**config.mk**
```make
export PLATFORM = sky130hd
export DESIGN_NAME = decoder_nx_seq_flat
export DESIGN_NICKNAME = d
export VERILOG_FILES = /design/src/rtl/decoder_nx_seq_if.sv /design/src/rtl/decoder_nx_seq.sv /design/src/flat_wrapper.sv
export SDC_FILE = /design/constraint.sdc
export NUM_CORES = 1
export LEC_CHECK = 0
export CAP_MARGIN = 10
export CORE_MARGIN = 4
export CORE_UTILIZATION = 30
export CTS_CLUSTER_SIZE = 8
export DETAILED_ROUTE_END_ITERATION = 6
export GPL_TIMING_DRIVEN = 0
export HOLD_SLACK_MARGIN = 0.05
export SLEW_MARGIN = 20
export SYNTH_ARGS = -nofsm -noshare
export SYNTH_HDL_FRONTEND = slang
export SYNTH_SLANG_ARGS = --single-unit
export TNS_END_PERCENT = 50
```
**constraint.sdc**
```tcl
create_clock -name clk -period 1.97 [get_ports clk]
set_input_delay 0.4925 -clock clk [delete_from_list [all_inputs] [get_ports clk]]
set_output_delay 0.4925 -clock clk [all_outputs]
set_load 0.02 [all_outputs]
```
**src/rtl/decoder_nx_seq_if.sv**
```systemverilog
// decoder_nx_seq_if: handshake, control and result bus of the N-to-2^N decoder
interface decoder_nx_seq_if #(
    parameter int N  = 3,
    parameter int DW = 8
);
    localparam int W = 1 << N;
    logic          en;
    logic [1:0]    mode;
    logic          in_valid;
    logic [N-1:0]  in_code;
    logic          in_ready;
    logic [DW-1:0] dwell;
    logic [W-1:0]  y;
    logic [N-1:0]  code_out;
    logic          y_valid;
    modport master (output en, mode, in_valid, in_code, dwell, input in_ready, y, code_out, y_valid);
    modport slave  (input en, mode, in_valid, in_code, dwell, output in_ready, y, code_out, y_valid);
endinterface

```
**src/rtl/decoder_nx_seq.sv**
```systemverilog
// decoder_nx_seq: registered N-to-2^N decoder with one-hot/thermometer/active-low modes and a self-timed scan
module decoder_nx_seq #(
    parameter int N  = 3,
    parameter int DW = 8
) (
    input logic            clk,
    input logic            rst,
    decoder_nx_seq_if.slave bus
);
    localparam int W = 1 << N;
    localparam logic [W:0]   ONE = (W + 1)'(1);
    localparam logic [W-1:0] OH0 = W'(1);
    typedef enum logic {IDLE, RUN} state_t;
    state_t        state_q, state_d;
    logic [W-1:0]  y_q, y_d, dec_y;
    logic [N-1:0]  code_q, code_d, scan_q, scan_d, scan_inc;
    logic [DW-1:0] cnt_q, cnt_d;
    logic          yv_q, yv_d;
    logic          scan_mode;
    logic [W:0]    one_sh, therm;
    assign scan_mode    = bus.mode == 2'b10;
    assign bus.in_ready = bus.en && !scan_mode;
    assign one_sh       = ONE << bus.in_code;
    assign therm        = (one_sh << 1) - ONE;
    assign dec_y        = bus.mode == 2'b00 ? one_sh[W-1:0] :
                          bus.mode == 2'b01 ? therm[W-1:0] : ~one_sh[W-1:0];
    assign scan_inc     = scan_q + 1'b1;
    assign bus.y        = y_q;
    assign bus.code_out = code_q;
    assign bus.y_valid  = yv_q;
    // State and datapath registers; everything clears asynchronously, including NDECODE output
    always_ff @(posedge clk or posedge rst) begin
        if (rst) begin
            state_q <= IDLE;
            y_q     <= '0;
            code_q  <= '0;
            scan_q  <= '0;
            cnt_q   <= '0;
            yv_q    <= 1'b0;
        end else begin
            state_q <= state_d;
            y_q     <= y_d;
            code_q  <= code_d;
            scan_q  <= scan_d;
            cnt_q   <= cnt_d;
            yv_q    <= yv_d;
        end
    end
    // Scan is active only while enabled cycles keep selecting SCAN; any other mode drops back to IDLE
    always_comb state_d = !bus.en ? state_q : (scan_mode ? RUN : IDLE);
    // Decode on accept, or walk the scan code with a dwell reloaded at every step
    always_comb begin
        y_d    = y_q;
        code_d = code_q;
        scan_d = scan_q;
        cnt_d  = cnt_q;
        yv_d   = 1'b0;
        if (bus.en && !scan_mode) begin
            scan_d = '0;
            cnt_d  = '0;
            if (bus.in_valid) begin
                y_d    = dec_y;
                code_d = bus.in_code;
                yv_d   = 1'b1;
            end
        end else if (bus.en && state_q == IDLE) begin
            y_d    = OH0;
            code_d = '0;
            scan_d = '0;
            cnt_d  = bus.dwell;
            yv_d   = 1'b1;
        end else if (bus.en && cnt_q != '0) begin
            cnt_d = cnt_q - 1'b1;
        end else if (bus.en) begin
            scan_d = scan_inc;
            y_d    = OH0 << scan_inc;
            code_d = scan_inc;
            cnt_d  = bus.dwell;
            yv_d   = 1'b1;
        end
    end
endmodule

```
**src/flat_wrapper.sv**
```systemverilog
// flat-port wrapper written by rule: the top's interface ports become plain ports
module decoder_nx_seq_flat 
#(
    parameter int N  = 3,
    parameter int DW = 8
)
  (clk, rst, bus_en, bus_mode, bus_in_valid, bus_in_code, bus_dwell, bus_in_ready, bus_y, bus_code_out, bus_y_valid);
  decoder_nx_seq_if #(.N(N), .DW(DW)) bus_i ();
  input logic clk;
  input logic rst;
  input wire logic [$bits(bus_i.en)-1:0] bus_en;
  input wire logic [$bits(bus_i.mode)-1:0] bus_mode;
  input wire logic [$bits(bus_i.in_valid)-1:0] bus_in_valid;
  input wire logic [$bits(bus_i.in_code)-1:0] bus_in_code;
  input wire logic [$bits(bus_i.dwell)-1:0] bus_dwell;
  output wire logic [$bits(bus_i.in_ready)-1:0] bus_in_ready;
  output wire logic [$bits(bus_i.y)-1:0] bus_y;
  output wire logic [$bits(bus_i.code_out)-1:0] bus_code_out;
  output wire logic [$bits(bus_i.y_valid)-1:0] bus_y_valid;
  assign bus_i.en = bus_en;
  assign bus_i.mode = bus_mode;
  assign bus_i.in_valid = bus_in_valid;
  assign bus_i.in_code = bus_in_code;
  assign bus_i.dwell = bus_dwell;
  assign bus_in_ready = bus_i.in_ready;
  assign bus_y = bus_i.y;
  assign bus_code_out = bus_i.code_out;
  assign bus_y_valid = bus_i.y_valid;
  decoder_nx_seq #(.N(N), .DW(DW)) u_core (.clk(clk), .rst(rst), .bus(bus_i));
endmodule
```
# Yosys cells after proc, flatten, opt, wreduce, memory -nomap -nowiden
# Cells that the tools add are included.
# totals
reg_bits	24
inputBits	17
output_inout_bits	13
# classes
addsub	3
eq_ne	4
shift	2
mux	23
n_bitwise	2
reduce_logical	10
# op_table
operator	count
$mux W8	11
$mux W3	6
$shl A1 B3 Y8 const A	2
$sub A8 B1 Y8 const B	2
$not A8 Y8	1
$reduce_bool A8 Y1	1
$mux W1	6
$reduce_bool A4 Y1	1
$add A3 B1 Y3 const B	1
$logic_and A1 B1 Y1	3
$ne A3 B2 Y1 const B	1
$reduce_and A3 Y1	1
$reduce_bool A3 Y1	1
$eq A2 B1 Y1 const B	1
$eq A2 B2 Y1 const B	1
$logic_not A2 Y1	1
$ne A2 B2 Y1 const B	1
$reduce_and A2 Y1	1
$logic_not A1 Y1	1
$not A1 Y1	1

# Longest topological paths before layout
# depth
word_depth	6
ltp_mapped	9

# Worst setup path before layout
# OpenSTA, ideal clock, no wires.
# synth_path
path_type	input -> register
start	input bus_in_code[2]
end	register u_core.y_q[7] (netlist: u_core.bus.y[7])
t_arrival_ps	2066
setup_slack_ps	-176
path_stages	9
n_path_buf	1
cell_sequence	clkbuf_1 -> nor2_1 -> nand2_1 -> ha_1 -> nor2_1 -> o2bb2ai_1 -> nand3_1 -> a311o_1 -> a31oi_4
# synth_via
elab_chain_len	6
word_cells_on_any_way	7
# synth_rtl
item	line_no	text
start, declared	flat_wrapper.sv:14	input wire logic [$bits(bus_i.in_code)-1:0] bus_in_code;
$shl A1 B3 Y8 (*)	decoder_nx_seq.sv:23	assign one_sh = ONE << bus.in_code;
$sub A8 B1 Y8 / $not A8 Y8 (equally long branches)	decoder_nx_seq.sv:24, decoder_nx_seq.sv:26	
$mux W8	decoder_nx_seq.sv:26	bus.mode == 2'b01 ? therm[W-1:0] : ~one_sh[W-1:0];
$mux W8 (*)	decoder_nx_seq.sv:25	assign dec_y = bus.mode == 2'b00 ? one_sh[W-1:0] :
$mux W8 (*)	decoder_nx_seq.sv:61	if (bus.in_valid) begin
$mux W8 (*)	decoder_nx_seq.sv:58	if (bus.en && !scan_mode) begin
end signal, assigned	decoder_nx_seq.sv:42	y_q <= y_d;
end, declared	decoder_nx_seq.sv:15	logic [W-1:0] y_q, y_d, dec_y;
# Mark *: on every way between the ends. The rest lies on a longest branch, timed or not. The select of a mux whose other input is x is not followed.
# A chain may end at the register's enable or synchronous reset.

# Final worst setup path
# layout_path
start	input bus_in_code[2]
end	register u_core.y_q[3] (netlist: u_core.bus.y[3])
# The elaborated chain is that of the path after synthesis.

==> results_dict.tcl <==
set metrics [dict create \
    area_growth_pct 33.7 \
    die_h_um 84 \
    cts_max_path_buffers 2 \
    path_clk_slew_ns 0.08 \
    vias 1586 \
    detail_route.wl_per_cell_um 13.7 \
    maxSlewHeadroom 0.383 \
    finalSetupTns_ns 0 \
    gp_congestion 0.815 \
    drive_above_1_share 0.238 \
    start_util 0.313 \
    post-route-period-util 0.981 \
    fin_skew_ns 0.000834 \
    reg2reg_depth 6 \
    dp_worst_setup_slack_ns -0.906 \
    crit_family "simple AND/OR/NAND/NOR gates" \
    drc 0 \
    cts_root_buf "clkbuf_8" \
    ir_drop_uv 354 \
    row_count 27 \
    slowest_delay_ns 0.40 \
    netlist_area_um2 1730 \
    setup_viol 0 \
    synthCells 198 \
    layout_setup_ws_ns 0.0373 \
    diodes 0 \
    cp_num_buf_inv 1 \
    cts_tree "built" \
    status "finished clean" \
    holdPathEnd "u_core.cnt_q[4]$_DFFE_PP0P_" \
    insertion_delay_ns 0.26 \
    muxShareOfSynthArea 0.0188 \
    nFillCells 584 \
    slowest_stage "or3_4" \
    die_w_um 84 \
    critical_path_arrival_ns 2.08 \
    hold_depth 2 \
    syn_avg_cell_area_um2 8.75 \
    vias_per_cell 5.10 \
    multiInputGateArea_um2 1110 \
    worstSetupStartpointType "input port" \
    tightest_slew_ns 0.925 \
    rsz0062_at_grt "true" \
    rrSetupSlack_ns 0.05 \
    grt_pass1_vias 1587 \
    synth_edf_count 0 \
    dpl_cell_area_um2 2140 \
    end_kind "register" \
    worstReg2RegStart "u_core.cnt_q[1]$_DFFE_PP0P_" \
    drv_cap 0 \
    antenna_found_initial 0 \
    postCtsHoldBufs 0 \
    period_needed_ns 1.93 \
    yosys.area_share.simple 0.214 \
    leakage_nw 0.936 \
    synthArstFlopShare 1.00 \
    stdcell_area_um2 2320 \
    hold_violations 0 \
    post-dp-hpwl_um 3290 \
    synth_top_family_by_area "compound AO/OA/AOI/OAI gates" \
    critPathKind "in2reg" \
    dieArea_um2 7060 \
    firstDrtPassIters 4 \
    cp_max_fo 6 \
    ff_latch_area_um2 601 \
    synth-seq-cells 24 \
    synthXorXnorAreaFrac 0.0152 \
    r2r-end "u_core.bus.y[0]$_DFFE_PP0P_" \
    cts_made_buffers 3 \
    drt_iter0_markers 120 \
    fin_nets 265 \
    maxSlewViolCount 0 \
    synth_fa_ha_area_frac 0.0578 \
    hold_path_class "reg2reg" \
    power.density_nw_per_um2 669 \
    final_util 0.418 \
    synth_compound_area_frac 0.287 \
    drt-total-wl_um 4270 \
    syn_nets 223 \
    h-tree-depth 1 \
    synthFlopType "dfrtp_1" \
    required_ns 2.12 \
    synth_cell_types 49 \
    ant_nets 0 \
    grt_pass1_wl_um 7380 \
    max_freq_mhz 517 \
    path_cells "buf_2, or3_4, ha_4, mux2_2, a222oi_1, nand2b_1, a31oi_1" \
    grt_usage 0.125 \
    cts_sinks 24 \
    core_um2 5540 \
    portBuffers 29 \
    grt_max_degree 25 \
    pin_count 30 \
    seq_area_frac_synth 0.347 \
    gr-total-overflow 0 \
    power.total_w 0.00155 \
    hold_start "u_core.cnt_q[4]$_DFFE_PP0P_" \
    ys.warnings.count 0 \
]
==> Yosys cell counts, types with 2 or more instances <==
master	n	area share
a32oi_1	3	0.015
buf_6	2	0.013
dfrtp_1	24	0.35
nand2_1	17	0.037
o22ai_1	2	0.0072
mux2_2	2	0.013
nand3b_1	3	0.013
o21ai_0	12	0.035
o2bb2ai_1	2	0.010
o311ai_0	2	0.010
a21oi_1	17	0.049
a22oi_1	7	0.030
xnor2_1	2	0.010
inv_1	9	0.019
nand3_1	3	0.0087
nor3b_1	2	0.0087
o31ai_1	4	0.017
a21oi_2	8	0.040
nor2b_1	3	0.011
nor2_1	22	0.048
clkbuf_1	6	0.013
ha_1	8	0.058
nor3_1	4	0.012
nand2b_1	9	0.032
==> layout make-up <==
| class | count | share of cell area |
|---|---|---|
| multi-input cells | 154 | 0.481 |
| flip-flops and latches | 24 | 0.259 |
| repair buffers | 37 | 0.144 |
| plain buffers | 11 | 0.0394 |
| well taps | 72 | 0.0389 |
| clock buffers | 4 | 0.0238 |
| inverters | 9 | 0.0146 |
==> kinds of logic (layout without fill, tap and decap cells) <==
family / Yosys count / after routing
adder cells (fa/ha/maj): 8 / 8
multiplexers: 3 / 3
flip-flops: 24 / 24
AO/OA/AOI/OAI: 69 / 69
AND/OR/NAND/NOR: 71 / 71
buffers and inverters: 20 / 61
XOR/XNOR: 3 / 3
==> worst min-delay path, cell delays in order (launching register included) <==
cell	delay, ns
dfrtp_1	0.36
nand2_1	0.05
o21ai_0	0.06
==> worst max-delay path by stage <==
stage                                      startpoint                          end  slack, ns  cells after the start
after floorplan                        bus_in_code[2]  u_core.bus.y[5]$_DFFE_PP0P_     -0.008                      9
after global placement                 bus_in_code[0]  u_core.bus.y[5]$_DFFE_PP0P_      -0.86                      9
after detailed placement               bus_in_code[0]  u_core.bus.y[5]$_DFFE_PP0P_      -0.91                      9
after CTS                 u_core.cnt_q[1]$_DFFE_PP0P_  u_core.bus.y[0]$_DFFE_PP0P_     -0.002                      6
after global routing      u_core.cnt_q[1]$_DFFE_PP0P_  u_core.bus.y[0]$_DFFE_PP0P_      -0.02                      6
final                                  bus_in_code[2]  u_core.bus.y[3]$_DFFE_PP0P_       0.04                      7
==> layout by cell type (no fill, tap or decap), types with 3 or more instances in the layout <==
cell / count
a21oi_2: 9
dfrtp_1: 24
o21ai_0: 12
ha_1: 6
o31ai_1: 4
nor2_1: 18
buf_6: 3
nor3_1: 4
clkdlybuf4s50_1: 22
nand3b_1: 3
clkbuf_1: 3
buf_2: 4
nand2_1: 16
a32oi_1: 3
inv_1: 6
a22oi_1: 5
buf_4: 9
inv_2: 3
nand2b_1: 9
clkbuf_8: 5
nor2_4: 4
a21oi_1: 16
nand3_1: 3
==> stage by stage <==
| step | hold WS [ns] | cells |
|---|---|---|
| after floorplan | 0.463 | 198 |
| after global placement | 0.497 | 299 |
| after detailed placement | 0.485 | 299 |
| after CTS | 0.504 | 308 |
| after global routing | 0.538 | 311 |
| final | 0.497 | 311 |
==> flip-flops by register name, summed over array words and instances (netlist names) <==
register and cells:
u_core.bus.y 8, u_core.scan_q 3, u_core.bus.y_valid 1, u_core.cnt_q 8, u_core.state_q 1, u_core.bus.code_out 3
==> power by group <==
group | leakage (nW) | internal, W | switching (W)
registers | 0.301 | 0.000555 | 0.0000475
logic | 0.606 | 0.000293 | 0.000326
clock network | 0.0288 | 0.000178 | 0.000151
==> what timing repair did <==
action | CTS | global route
hold endpoints to repair | 0 | 0
endpoints found under the setup margin | 12 | 14
gates resized for setup | 37 | 7
setup buffers | 5 | 3
pin swaps | 10 | 9
==> routing by layer <==
metal,track usage,vias to the layer above,share of wire
met5,0,-,0
met4,0.00877,0,0.0030
met3,0.0267,2,0.043
met2,0.226,37,0.50
met1,0.158,747,0.46
li1,-,800,-
Power figures use the tool's default switching activity.
